`config.mk`:
```
export PLATFORM = sky130hd
export DESIGN_NAME = pll_reset_seq
export DESIGN_NICKNAME = d
export VERILOG_FILES = /design/src/rtl/pll_seq_pkg.sv /design/src/rtl/pll_sync2.sv /design/src/rtl/pll_reset_seq.sv
export SDC_FILE = /design/constraint.sdc
export NUM_CORES = 1
export LEC_CHECK = 0
export BUFFER_PORTS_ARGS = -buffer_cell sky130_fd_sc_hd__buf_2
export CAP_MARGIN = 30
export CORE_MARGIN = 5
export CORE_UTILIZATION = 30
export DETAILED_ROUTE_END_ITERATION = 8
export PLACE_DENSITY = 0.5
export REMOVE_ABC_BUFFERS = 1
export SETUP_SLACK_MARGIN = 0.3
export SYNTH_ARGS = -nofsm -noshare
export SYNTH_HDL_FRONTEND = slang
export SYNTH_HIERARCHICAL = 1
export SYNTH_SLANG_ARGS = --single-unit
```
`constraint.sdc`:
```
create_clock -name clkin_i -period 4.9 [get_ports clkin_i]
set_input_delay 0.49 -clock clkin_i [delete_from_list [all_inputs] [get_ports clkin_i]]
set_output_delay 0.49 -clock clkin_i [all_outputs]
set_load 0.02 [all_outputs]
```
`src/rtl/pll_seq_pkg.sv`:
```
// ============================================================================
// pll_seq_pkg : shared types and helpers for the PLL reset sequencer
// Rev 1.0
// ============================================================================
`default_nettype none

package pll_seq_pkg;

   typedef enum logic [1:0] {
      S_PLLRST   = 2'd0,
      S_WAITLOCK = 2'd1,
      S_STABLE   = 2'd2,
      S_RUN      = 2'd3
   } pll_state_e;

   localparam int unsigned RETRY_W = 4;

   // Smallest counter width able to hold (largest cycle limit - 1).
   function automatic int unsigned pll_min_cnt_w(input int unsigned rst_cyc,
                                                 input int unsigned stable_cyc,
                                                 input int unsigned timeout_cyc,
                                                 input int unsigned glitch_cyc);
      int unsigned m;
      m = rst_cyc;
      if (stable_cyc  > m) m = stable_cyc;
      if (timeout_cyc > m) m = timeout_cyc;
      if (glitch_cyc  > m) m = glitch_cyc;
      return (m < 2) ? 1 : $clog2(m);
   endfunction

   function automatic logic [RETRY_W-1:0] retry_sat_inc(input logic [RETRY_W-1:0] v);
      return (v == {RETRY_W{1'b1}}) ? v : v + 1'b1;
   endfunction

endpackage

`default_nettype wire

```
`src/rtl/pll_sync2.sv`:
```
// ============================================================================
// pll_sync2 : generic two-flop single-bit synchronizer, async reset to 0
// Rev 1.0
// ============================================================================
`default_nettype none

module pll_sync2 (
   input  logic clk_i,
   input  logic rst_ni,
   input  logic d_i,
   output logic q_o
);

   logic meta_q;
   logic sync_q;

   always_ff @(posedge clk_i or negedge rst_ni) begin
      if (!rst_ni) begin
         meta_q <= 1'b0;
         sync_q <= 1'b0;
      end else begin
         meta_q <= d_i;
         sync_q <= meta_q;
      end
   end

   assign q_o = sync_q;

endmodule

`default_nettype wire

```
`src/rtl/pll_reset_seq.sv`:
```
// ============================================================================
// pll_reset_seq : PLL reset pulse / lock qualification / system reset release
// Optional lock-loss glitch filter: define PLLSEQ_GLITCH_FILTER_EN.
// Rev 1.0
// ============================================================================
`default_nettype none

module pll_reset_seq
   import pll_seq_pkg::*;
#(
   parameter int unsigned PLL_RST_CYC      = 16,
   parameter int unsigned LOCK_STABLE_CYC  = 1000,
   parameter int unsigned LOCK_TIMEOUT_CYC = 50000,
   parameter int unsigned CNT_W            = 16,
   parameter int unsigned GLITCH_CYC       = 4
) (
   input  logic               clkin_i,
   input  logic               rst_ni,
   input  logic               locked_i,
   output logic               pll_rst_o,
   output logic               sys_rst_n_o,
   output logic               lock_lost_o,
   output logic [RETRY_W-1:0] retry_cnt_o
);

   localparam logic [CNT_W-1:0] RST_LAST     = CNT_W'(PLL_RST_CYC - 1);
   localparam logic [CNT_W-1:0] STABLE_LAST  = CNT_W'(LOCK_STABLE_CYC - 1);
   localparam logic [CNT_W-1:0] TIMEOUT_LAST = CNT_W'(LOCK_TIMEOUT_CYC - 1);

   if (CNT_W < pll_min_cnt_w(PLL_RST_CYC, LOCK_STABLE_CYC,
                             LOCK_TIMEOUT_CYC, GLITCH_CYC)) begin : g_cnt_w_chk
      $error("pll_reset_seq: CNT_W too small for the configured cycle limits");
   end

   logic               locked_s;
   pll_state_e         state_q;
   logic [CNT_W-1:0]   cnt_q;
   logic               pll_rst_q;
   logic               sys_rst_n_q;
   logic               lock_lost_q;
   logic [RETRY_W-1:0] retry_q;

   pll_sync2 u_lock_sync (
      .clk_i  (clkin_i),
      .rst_ni (rst_ni),
      .d_i    (locked_i),
      .q_o    (locked_s)
   );

   always_ff @(posedge clkin_i or negedge rst_ni) begin
      if (!rst_ni) begin
         state_q     <= S_PLLRST;
         cnt_q       <= '0;
         pll_rst_q   <= 1'b1;
         sys_rst_n_q <= 1'b0;
         lock_lost_q <= 1'b0;
         retry_q     <= '0;
      end else begin
         lock_lost_q <= 1'b0;
         cnt_q       <= cnt_q + 1'b1;
         case (state_q)
            S_PLLRST: begin
               pll_rst_q   <= 1'b1;
               sys_rst_n_q <= 1'b0;
               if (cnt_q == RST_LAST) begin
                  state_q   <= S_WAITLOCK;
                  cnt_q     <= '0;
                  pll_rst_q <= 1'b0;
               end
            end
            S_WAITLOCK: begin
               pll_rst_q   <= 1'b0;
               sys_rst_n_q <= 1'b0;
               if (locked_s) begin
                  state_q <= S_STABLE;
                  cnt_q   <= '0;
               end else if (cnt_q == TIMEOUT_LAST) begin
                  state_q   <= S_PLLRST;
                  cnt_q     <= '0;
                  pll_rst_q <= 1'b1;
                  retry_q   <= retry_sat_inc(retry_q);
               end
            end
            S_STABLE: begin
               pll_rst_q   <= 1'b0;
               sys_rst_n_q <= 1'b0;
               if (!locked_s) begin
                  state_q <= S_WAITLOCK;
                  cnt_q   <= '0;
               end else if (cnt_q == STABLE_LAST) begin
                  state_q     <= S_RUN;
                  cnt_q       <= '0;
                  sys_rst_n_q <= 1'b1;
               end
            end
            S_RUN: begin
               pll_rst_q   <= 1'b0;
               sys_rst_n_q <= 1'b1;
`ifdef PLLSEQ_GLITCH_FILTER_EN
               // cnt_q tracks the current run of low locked_s samples.
               if (locked_s) begin
                  cnt_q <= '0;
               end else if (cnt_q == CNT_W'(GLITCH_CYC - 1)) begin
                  state_q     <= S_PLLRST;
                  cnt_q       <= '0;
                  pll_rst_q   <= 1'b1;
                  sys_rst_n_q <= 1'b0;
                  lock_lost_q <= 1'b1;
                  retry_q     <= retry_sat_inc(retry_q);
               end
`else
               // RUN has no terminal count; hold the counter so it cannot wrap.
               cnt_q <= '0;
               if (!locked_s) begin
                  state_q     <= S_PLLRST;
                  pll_rst_q   <= 1'b1;
                  sys_rst_n_q <= 1'b0;
                  lock_lost_q <= 1'b1;
                  retry_q     <= retry_sat_inc(retry_q);
               end
`endif
            end
            default: begin
               state_q     <= S_PLLRST;
               cnt_q       <= '0;
               pll_rst_q   <= 1'b1;
               sys_rst_n_q <= 1'b0;
            end
         endcase
      end
   end

   assign pll_rst_o   = pll_rst_q;
   assign sys_rst_n_o = sys_rst_n_q;
   assign lock_lost_o = lock_lost_q;
   assign retry_cnt_o = retry_q;

endmodule

`default_nettype wire

```
-- Word level (Yosys, flattened, before mapping)
Cells that the tools add are included.
- register bits after elaboration: 27
- input bits: 3
- output and inout bits: 7
- logic and storage cells: 56
- add/subtract/negate cells: 2
- equal/unequal tests: 13
- mux-type cells: 28
- reductions and logical operators: 5
- operators by type and width (cell ; count):
    16-bit 2-to-1 mux ; 5
    16-bit one-hot mux with 4 select lines ; 1
    16-bit by 1-bit adder with 16-bit output, second input constant ; 1
    16-bit by 10-bit equality test with 1-bit output, second input constant ; 1
    16-bit equality test, second input constant ; 1
    16-bit by 4-bit equality test with 1-bit output, second input constant ; 1
    4-bit 2-to-1 mux ; 4
    2-bit 2-to-1 mux ; 6
    1-bit 2-to-1 mux ; 8
    2-bit inequality test, second input constant ; 4
    2-bit one-hot mux with 4 select lines ; 1
    4-bit one-hot mux with 2 select lines ; 1
    4-bit AND reduction ; 2
    4-bit by 1-bit adder with 4-bit output, second input constant ; 1
    2-bit equality test, second input constant ; 2
    4-bit equality test, second input constant ; 1
    1-bit one-hot mux with 4 select lines ; 1
    3-bit by 2-bit inequality test with 1-bit output, second input constant ; 1
    3-bit inequality test, second input constant ; 1
    1-bit one-hot mux with 3 select lines ; 1
    2-bit by 1-bit equality test with 1-bit output, second input constant ; 1
    2-bit zero test ; 1
    2-bit nonzero test ; 1
    2-bit OR reduction ; 1

-- Logic depth before layout (Yosys ltp)
Gate-level depths: netlist of the first run.
- word-level depth: 5
- gate-level depth with buffers: 7
- depth with buffers taken out: 6

-- Cells and area by module
Netlist of the first run, hierarchy kept.
- modules (own cells, without submodules) (module ; times used ; cells each ; area each (sq um) ; seq. area each (sq um)):
    pll_reset_seq ; 1 ; 117 ; 1260.0 ; 626.9
    pll_sync2 ; 1 ; 2 ; 50.0 ; 50.0

-- Worst setup path after synthesis of the first run
Ideal clock, no wire load.
- path type: register to register
- start: reg cnt_q[10]
- end: reg cnt_q[10]
- setup time: 119 ps
- data arrival time: 1999 ps
- data required time: 4781 ps
- slack: 2782 ps
- stages on the path, launching flop included: 7
- buffers on the path: 1
- period minus slack after synthesis: 2118 ps
- cell sequence: dfrtp_1 or4_4 nor4b_4 a311oi_1 a211oi_4 buf_6 nor2_2
- word-level cells in the longest chain between the ends: 4
- elaborated cells on any way between the ends: 10
- those cells by class: add/sub (1); eq/ne (3); mux (6)
- RTL lines (what ; line ; source):
    start: declaration ; pll_reset_seq.sv:37 ; logic [CNT_W-1:0] cnt_q;
    start signal: assignment ; pll_reset_seq.sv:60 ; cnt_q <= cnt_q + 1'b1;
    16-bit by 1-bit adder with 16-bit output (tied with other cells) ; pll_reset_seq.sv:60 ;
    16-bit 2-to-1 mux (on tied branches) ; pll_reset_seq.sv:90, pll_reset_seq.sv:77 ;
    16-bit 2-to-1 mux (on tied branches) ; pll_reset_seq.sv:87, pll_reset_seq.sv:74 ;
    16-bit one-hot mux with 4 select lines * ; pll_reset_seq.sv:61 ; case (state_q)
Every way passes the cells marked *; elsewhere a longest branch is shown, timed or not.
A chain may end at the register's enable or synchronous reset.

-- Worst setup path in the final report of the first run
- start: reg cnt_q[10]
- end: reg cnt_q[6]
- word-level cells in the longest chain between the ends: 4
- elaborated cells on any way between the ends: 9
- those cells by class: eq/ne (3); mux (6)
- RTL lines (what ; line):
    16-bit by 10-bit equality test with 1-bit output / 16-bit equality test (equally long branches) ; pll_reset_seq.sv:90, pll_reset_seq.sv:77
    16-bit 2-to-1 mux (on tied branches) ; pll_reset_seq.sv:90, pll_reset_seq.sv:77
    16-bit 2-to-1 mux (on tied branches) ; pll_reset_seq.sv:87, pll_reset_seq.sv:74
    16-bit one-hot mux with 4 select lines * ; pll_reset_seq.sv:61
Marks and branches as above.

==> flow_summary.toml, run 1 <==
[status]
status = "finished, final reports clean"

[setup_path]
crit_slowest_cell = "a211oi_4"
critPathLaunch = "cnt_q[10]"
cp-end-kind = "flop"
r2r-start = "cnt_q[10]"
path_max_fanout = 16
worstPathArrival_ps = 2690
start_kind = "flop"
cp.required_ps = 5030
slowest_delay_ps = 770
crit_chain = "or4_4 -> nor4b_4 -> a311oi_1 -> a211oi_4 -> nor2_1"
crit_type = "flop to flop"

[cells_and_area]
multi_input_area_um2 = 614.3
syn2layout_area_growth_pct = 11.27
fillCellCount = 442
post-route-util_pct = 33.95
regArea_um2 = 676.9
finalNetCount = 137
drive_gt1_share_pct = 22.14
fin_area_um2 = 1458
antenna_cells = 0

[sta]
tns_ps = 0
hold_violations = 0
final_max_slew_viol_count = 0
finClkSkew_ps = 7.733
relSlewSlack_pct = 42.90
fin_crit_sh_pct = 52.26
finalWorstSetupSlack_ps = 2339
finalSetupViolCount = 0
worst_pin_slew_ps = 853.7
rsz0062_at_grt = "false"
clock.fmax_ghz = 0.3905
period_minus_slack_ps = 2561

[floorplanning]
rows = 24
die-area_um2 = 5788
initial_utilization_pct = 30.51
dieWidth_um = 76.08
die_height_um = 76.08
core_area_um2 = 4294
ios = 10

[route]
drt_first_pass_iters = 4
wl_per_cell_um = 13.35
drcViolationCount = 0
ant_nets = 0
vias = 890
via_per_inst = 4.863
drtIter0Drc = 29
drt-total-wl_mm = 2.443

[power_and_ir_drop]
peakVddDrop_v = 0.0001158
power.density_nw_per_um2 = 412.3
power.switching_mw = 0.2204
leakage_nw = 0.6050
p_seq_share_pct = 50.0
p_total_mw = 0.6010
pwr-share-clk_pct = 21.8
swShare_pct = 36.67
p_int_mw = 0.3806
p_comb_share_pct = 28.2

[clock_tree]
insertion_delay_ps = 280
cts_buffer_depth = 2
post_cts_buffers = 0
htreeDepth = 1
cts_tree = "done"
path_clk_slew_ps = 100
cts_resized = 0
cts_buffers = 3
cts_root_buffer = "clkbuf_8"
clkSinkCount = 27
hold_buffers = 0

[synthesis]
synth_top_area_share_pct = 49.67
synth_cell_type_count = 32
ys_seq_area_share_pct = 51.67
synthTopCellsByArea = "dfrtp_1 50%, xnor2_1 6.0%, nor2_2 4.3%"
synth_common_cells = "26 x dfrtp_1, 14 x nor2_1, 9 x nand2_1, 9 x nor2_2, 9 x xnor2_1"
synthArstFlopShare_pct = 100.0
yosysMostFrequentCell = "dfrtp_1"
synthCells = 119
synth_warnings = 6
syn_area_per_cell_um2 = 11.01
synth_flop_cell = "dfrtp_1"
synth-seq-cells = 27
synth-edff-count = 0
synth_area_um2 = 1310
yosys.area.top_type = "dfrtp_1"

[place]
globalplace.congestion = 0.8093
postPlaceCellArea_um2 = 1409
place_hpwl_mm = 1.778
post-place-ws_ps = 2302
portBuffers = 9

[grt]
gr-total-overflow = 0
grt_max_degree = 28
grt_pass1_wl_mm = 4.319
antenna_found_initial = 0
grt_usage_pct = 9.001
grt_pass1_vias = 933

[run]
drv_cap = 0

[worst_hold_path]
hp-class = "primary input to asynchronous set/reset pin"
-- stage by stage --
stage	hold slack, ps	std cells
finish	203.7	183
global route	244.4	183
CTS	227.9	183
detailed placement	335.5	179
global placement	335.5	179
floorplan	194.4	118
-- cell usage in the layout (no fill, tap or decap), drive strengths merged --
| cell type | netlist | layout |
|---|---|---|
| nand3 | 7 | 7 |
| a31oi | 1 | 1 |
| nor2b | 3 | 3 |
| nor4b | 1 | 1 |
| o21bai | 2 | 2 |
| nor3 | 5 | 5 |
| ha | 2 | 2 |
| buf | 1 | 9 |
| and4 | 2 | 2 |
| nand2 | 9 | 9 |
| a21oi | 1 | 1 |
| and4b | 1 | 1 |
| nor3b | 1 | 1 |
| dfstp | 1 | 1 |
| nand4 | 1 | 1 |
| nor2 | 23 | 23 |
| a21boi | 1 | 1 |
| dfrtp | 26 | 26 |
| and2 | 1 | 1 |
| nand2b | 1 | 1 |
| a211oi | 1 | 1 |
| inv | 2 | 2 |
| xor2 | 6 | 6 |
| or4 | 1 | 1 |
| clkinvlp | 0 | 1 |
| o21a | 1 | 1 |
| xnor2 | 9 | 9 |
| and3 | 3 | 3 |
| a311oi | 4 | 4 |
| mux2 | 2 | 2 |
| clkbuf | 0 | 3 |
-- routing by layer --
metal  vias up  routed length (um)  GRT usage (%)
met2        14                1139          13.78
met3         7                  96          2.128
met5         -                   0              0
met1       433                1140          11.50
met4         0                  67          5.245
li1        436                   -              -
-- path summary, 6_finish.rpt --
| check | slack, ps | end | cells after the start |
|---|---|---|---|
| setup / recovery | 2340 | cnt_q[6] | 5 |
| hold reg to reg | 360 | u_lock_sync/q_o | 0 |
| hold / removal | 200 | retry_cnt_o[2] | 1 |
| min in group clkin_i | 310 | u_lock_sync/meta_q | 1 |
| max in group asynchronous | 4300 | cnt_q[5] | 1 |
| setup reg to reg | 2340 | cnt_q[6] | 5 |
-- layout make-up --
cell class | count | area share, %
inverters | 2 | 0.5150
flip-flops and latches | 27 | 46.44
clock buffers | 3 | 2.833
repair buffers | 9 | 3.090
well taps | 52 | 4.464
multi-input cells | 89 | 42.15
clock inverters | 1 | 0.5150
-- worst max-delay path: cells and delay by family (launching register included) --
family | cells | cell delay [ps]
AO/OA/AOI/OAI | 2 | 990
flip-flops | 1 | 410
AND/OR/NAND/NOR | 3 | 1000
-- registers in the layout (all words and copies together) (netlist names) --
register,flops
cnt_q,16
lock_lost_o,1
pll_rst_o,1
retry_cnt_o,4
state_q,2
sys_rst_n_o,1
u_lock_sync/meta_q,1
u_lock_sync/q_o,1
-- power groups by stage --
stage	Sequential, mW	Clock (mW)	Combinational [mW]
2_1_floorplan	0.318	0	0.106
3_5_place_dp	0.305	0	0.174
4_1_cts	0.300	0.137	0.174
5_1_grt	0.307	0.143	0.190
3_3_place_gp	0.302	0	0.169
6_report	0.300	0.131	0.170
-- cell families (layout without fill, tap and decap cells) --
kind of cell | count (synthesis) | after routing | synth area share, %
simple gates | 59 | 59 | 25.12
fa+ha+maj | 2 | 2 | 1.910
mux | 2 | 2 | 1.719
compound gates | 11 | 11 | 8.119
flops | 27 | 27 | 51.67
buf+inv | 3 | 15 | 1.433
xor+xnor | 15 | 15 | 10.03
Power figures use the tool's default switching activity.
==> run 2, diff against run 1 <==
--- a/config.mk
+++ b/config.mk
@@ -10,7 +10,7 @@
 export CORE_MARGIN = 5
 export CORE_UTILIZATION = 30
 export DETAILED_ROUTE_END_ITERATION = 8
-export PLACE_DENSITY = 0.5
+export PLACE_DENSITY = 0.51
 export REMOVE_ABC_BUFFERS = 1
 export SETUP_SLACK_MARGIN = 0.3
 export SYNTH_ARGS = -nofsm -noshare
==> constraint.sdc (replaced) <==
create_clock -name clkin_i -period 2.3 [get_ports clkin_i]
set_input_delay 0.23 -clock clkin_i [delete_from_list [all_inputs] [get_ports clkin_i]]
set_output_delay 0.23 -clock clkin_i [all_outputs]
set_load 0.02 [all_outputs]
==> flow_summary.toml, run 2 (same netlist as run 1, synthesis figures left out) <==
[grt]
grt_max_degree = 28
grt_pass1_vias = 946
antenna_found_initial = 0
grt_usage_pct = 9.797
gr-total-overflow = 0
grt_pass1_wl_mm = 4.643

[cells_and_area]
fin_cells = 194
drive_gt1_share_pct = 30.28
top_register = "cnt_q"
final_cell_mix = "26 x dfrtp_1, 14 x nor2_1"
antenna_cells = 0
multi_input_area_um2 = 673.1
fillCellCount = 417
regArea_um2 = 676.9
syn2layout_area_growth_pct = 23.88
final_common_cell = "dfrtp_1"
finalNetCount = 148
largest_reg_flops = 16

[sta]
fin_crit_sh_pct = 95.39
finalSetupViolCount = 0
relSlewSlack_pct = 59.88
rsz0062_at_grt = "true"
period_minus_slack_ps = 2194
final_max_slew_viol_count = 0
tns_ps = 0
worst_pin_slew_ps = 601.8
clock.fmax_ghz = 0.4558
hold_violations = 0
whs_ps = 64.23
finClkSkew_ps = 1.914

[setup_path]
path_max_fanout = 16
cp-end-kind = "flop"
worstPathArrival_ps = 2360
start_kind = "flop"
crit_type = "flop to flop"
cp.required_ps = 2470

[power_and_ir_drop]
power.density_nw_per_um2 = 871.7
peakVddDrop_v = 0.0002952
leakage_nw = 0.6898

[clock_tree]
clkSinkCount = 27
insertion_delay_ps = 270
cts_root_buffer = "clkbuf_8"
cts_buffers = 3
cts_tree = "done"
cts_buffer_depth = 2
path_clk_slew_ps = 90
htreeDepth = 1

[floorplanning]
die-area_um2 = 5788
core_area_um2 = 4294
ios = 10
dieWidth_um = 76.08
rows = 24
initial_utilization_pct = 30.51
die_height_um = 76.08

[route]
wl_per_cell_um = 13.27
via_per_inst = 4.861
ant_nets = 0
drcViolationCount = 0
wl_met1_mm = 1.178
routed.top_layer = "met4"
wl_met3_um = 106
drt-total-wl_mm = 2.574
drt_first_pass_iters = 4
vias = 943
drtIter0Drc = 47
wl_met2_mm = 1.263

[place]
place_hpwl_mm = 1.722
place_inst = 181
portBuffers = 9
globalplace.congestion = 0.8186

[run]
drv_cap = 0

[worst_hold_path]
hp-class = "primary input to flop"

[status]
status = "finished, final reports clean"
[run 2: changes by cell type in the layout (fill, tap and decap cells not counted), moves of 2 or more]
cell | previous run | this run
nor3_1 | 5 | 3
buf_12 | 0 | 2
mux2_4 | 0 | 2
buf_4 | 0 | 8
nor3_4 | 0 | 2
[run 2: cell type report]
cell class                 count  area share [%]
inverter                       2          0.4626
clock buffer                   4           2.776
multi-input combinational     89           41.48
timing repair buffer          20           9.561
tap                           52           4.009
sequential                    27           41.71
[run 2: what timing repair did]
action / 4_1_cts / 5_1_grt
hold buffers: 1 / 0
setup endpoints to repair: 19 / 20
hold endpoints to repair: 26 / 0
pin swaps: 4 / 3
setup buffers: 6 / 2
gates resized for setup: 5 / 6
[run 2: per-stage QoR]
stage	area [um^2]	utilization [%]	total power [mW]	setup WS, ps
finish	1623	37.79	1.415	106.0
detailed placement	1436	33.45	1.074	38.90
floorplan	1299	-	0.9016	23.23
global route	1623	37.79	1.512	49.44
CTS	1575	36.68	1.408	122.7
global placement	1436	33.45	1.062	143.0
[run 2: worst paths after layout]
check                      slack (ps)               start                  to  depth (start not counted)
max in group asynchronous        1410              rst_ni          state_q[0]                          2
hold / removal                     60            locked_i  u_lock_sync/meta_q                          1
min in group asynchronous         490              rst_ni      retry_cnt_o[0]                          2
hold reg to reg                   360  u_lock_sync/meta_q     u_lock_sync/q_o                          0
setup / recovery                  110           cnt_q[10]           cnt_q[15]                          7
setup reg to reg                  110           cnt_q[10]           cnt_q[15]                          7
[run 2: where the power goes]
part / leakage [nW] / switching, mW / internal (mW)
logic: 0.308 / 0.272 / 0.230
registers: 0.359 / 0.0873 / 0.558
clock network: 0.0228 / 0.144 / 0.124
total: 0.690 / 0.503 / 0.912
[run 2: worst max-delay path: stages (launching register included)]
cell and delay, ps:
dfrtp_1 390, or4_4 560, nor4b_4 340, a21oi_4 130, buf_12 150, a211oi_4 270, buf_12 190, nor2_2 50
[run 2: per-layer routing]
metal,track usage (%),vias up
met5,0,-
met4,3.671,0
met3,3.191,4
met2,15.15,15
met1,12.70,470
li1,-,454
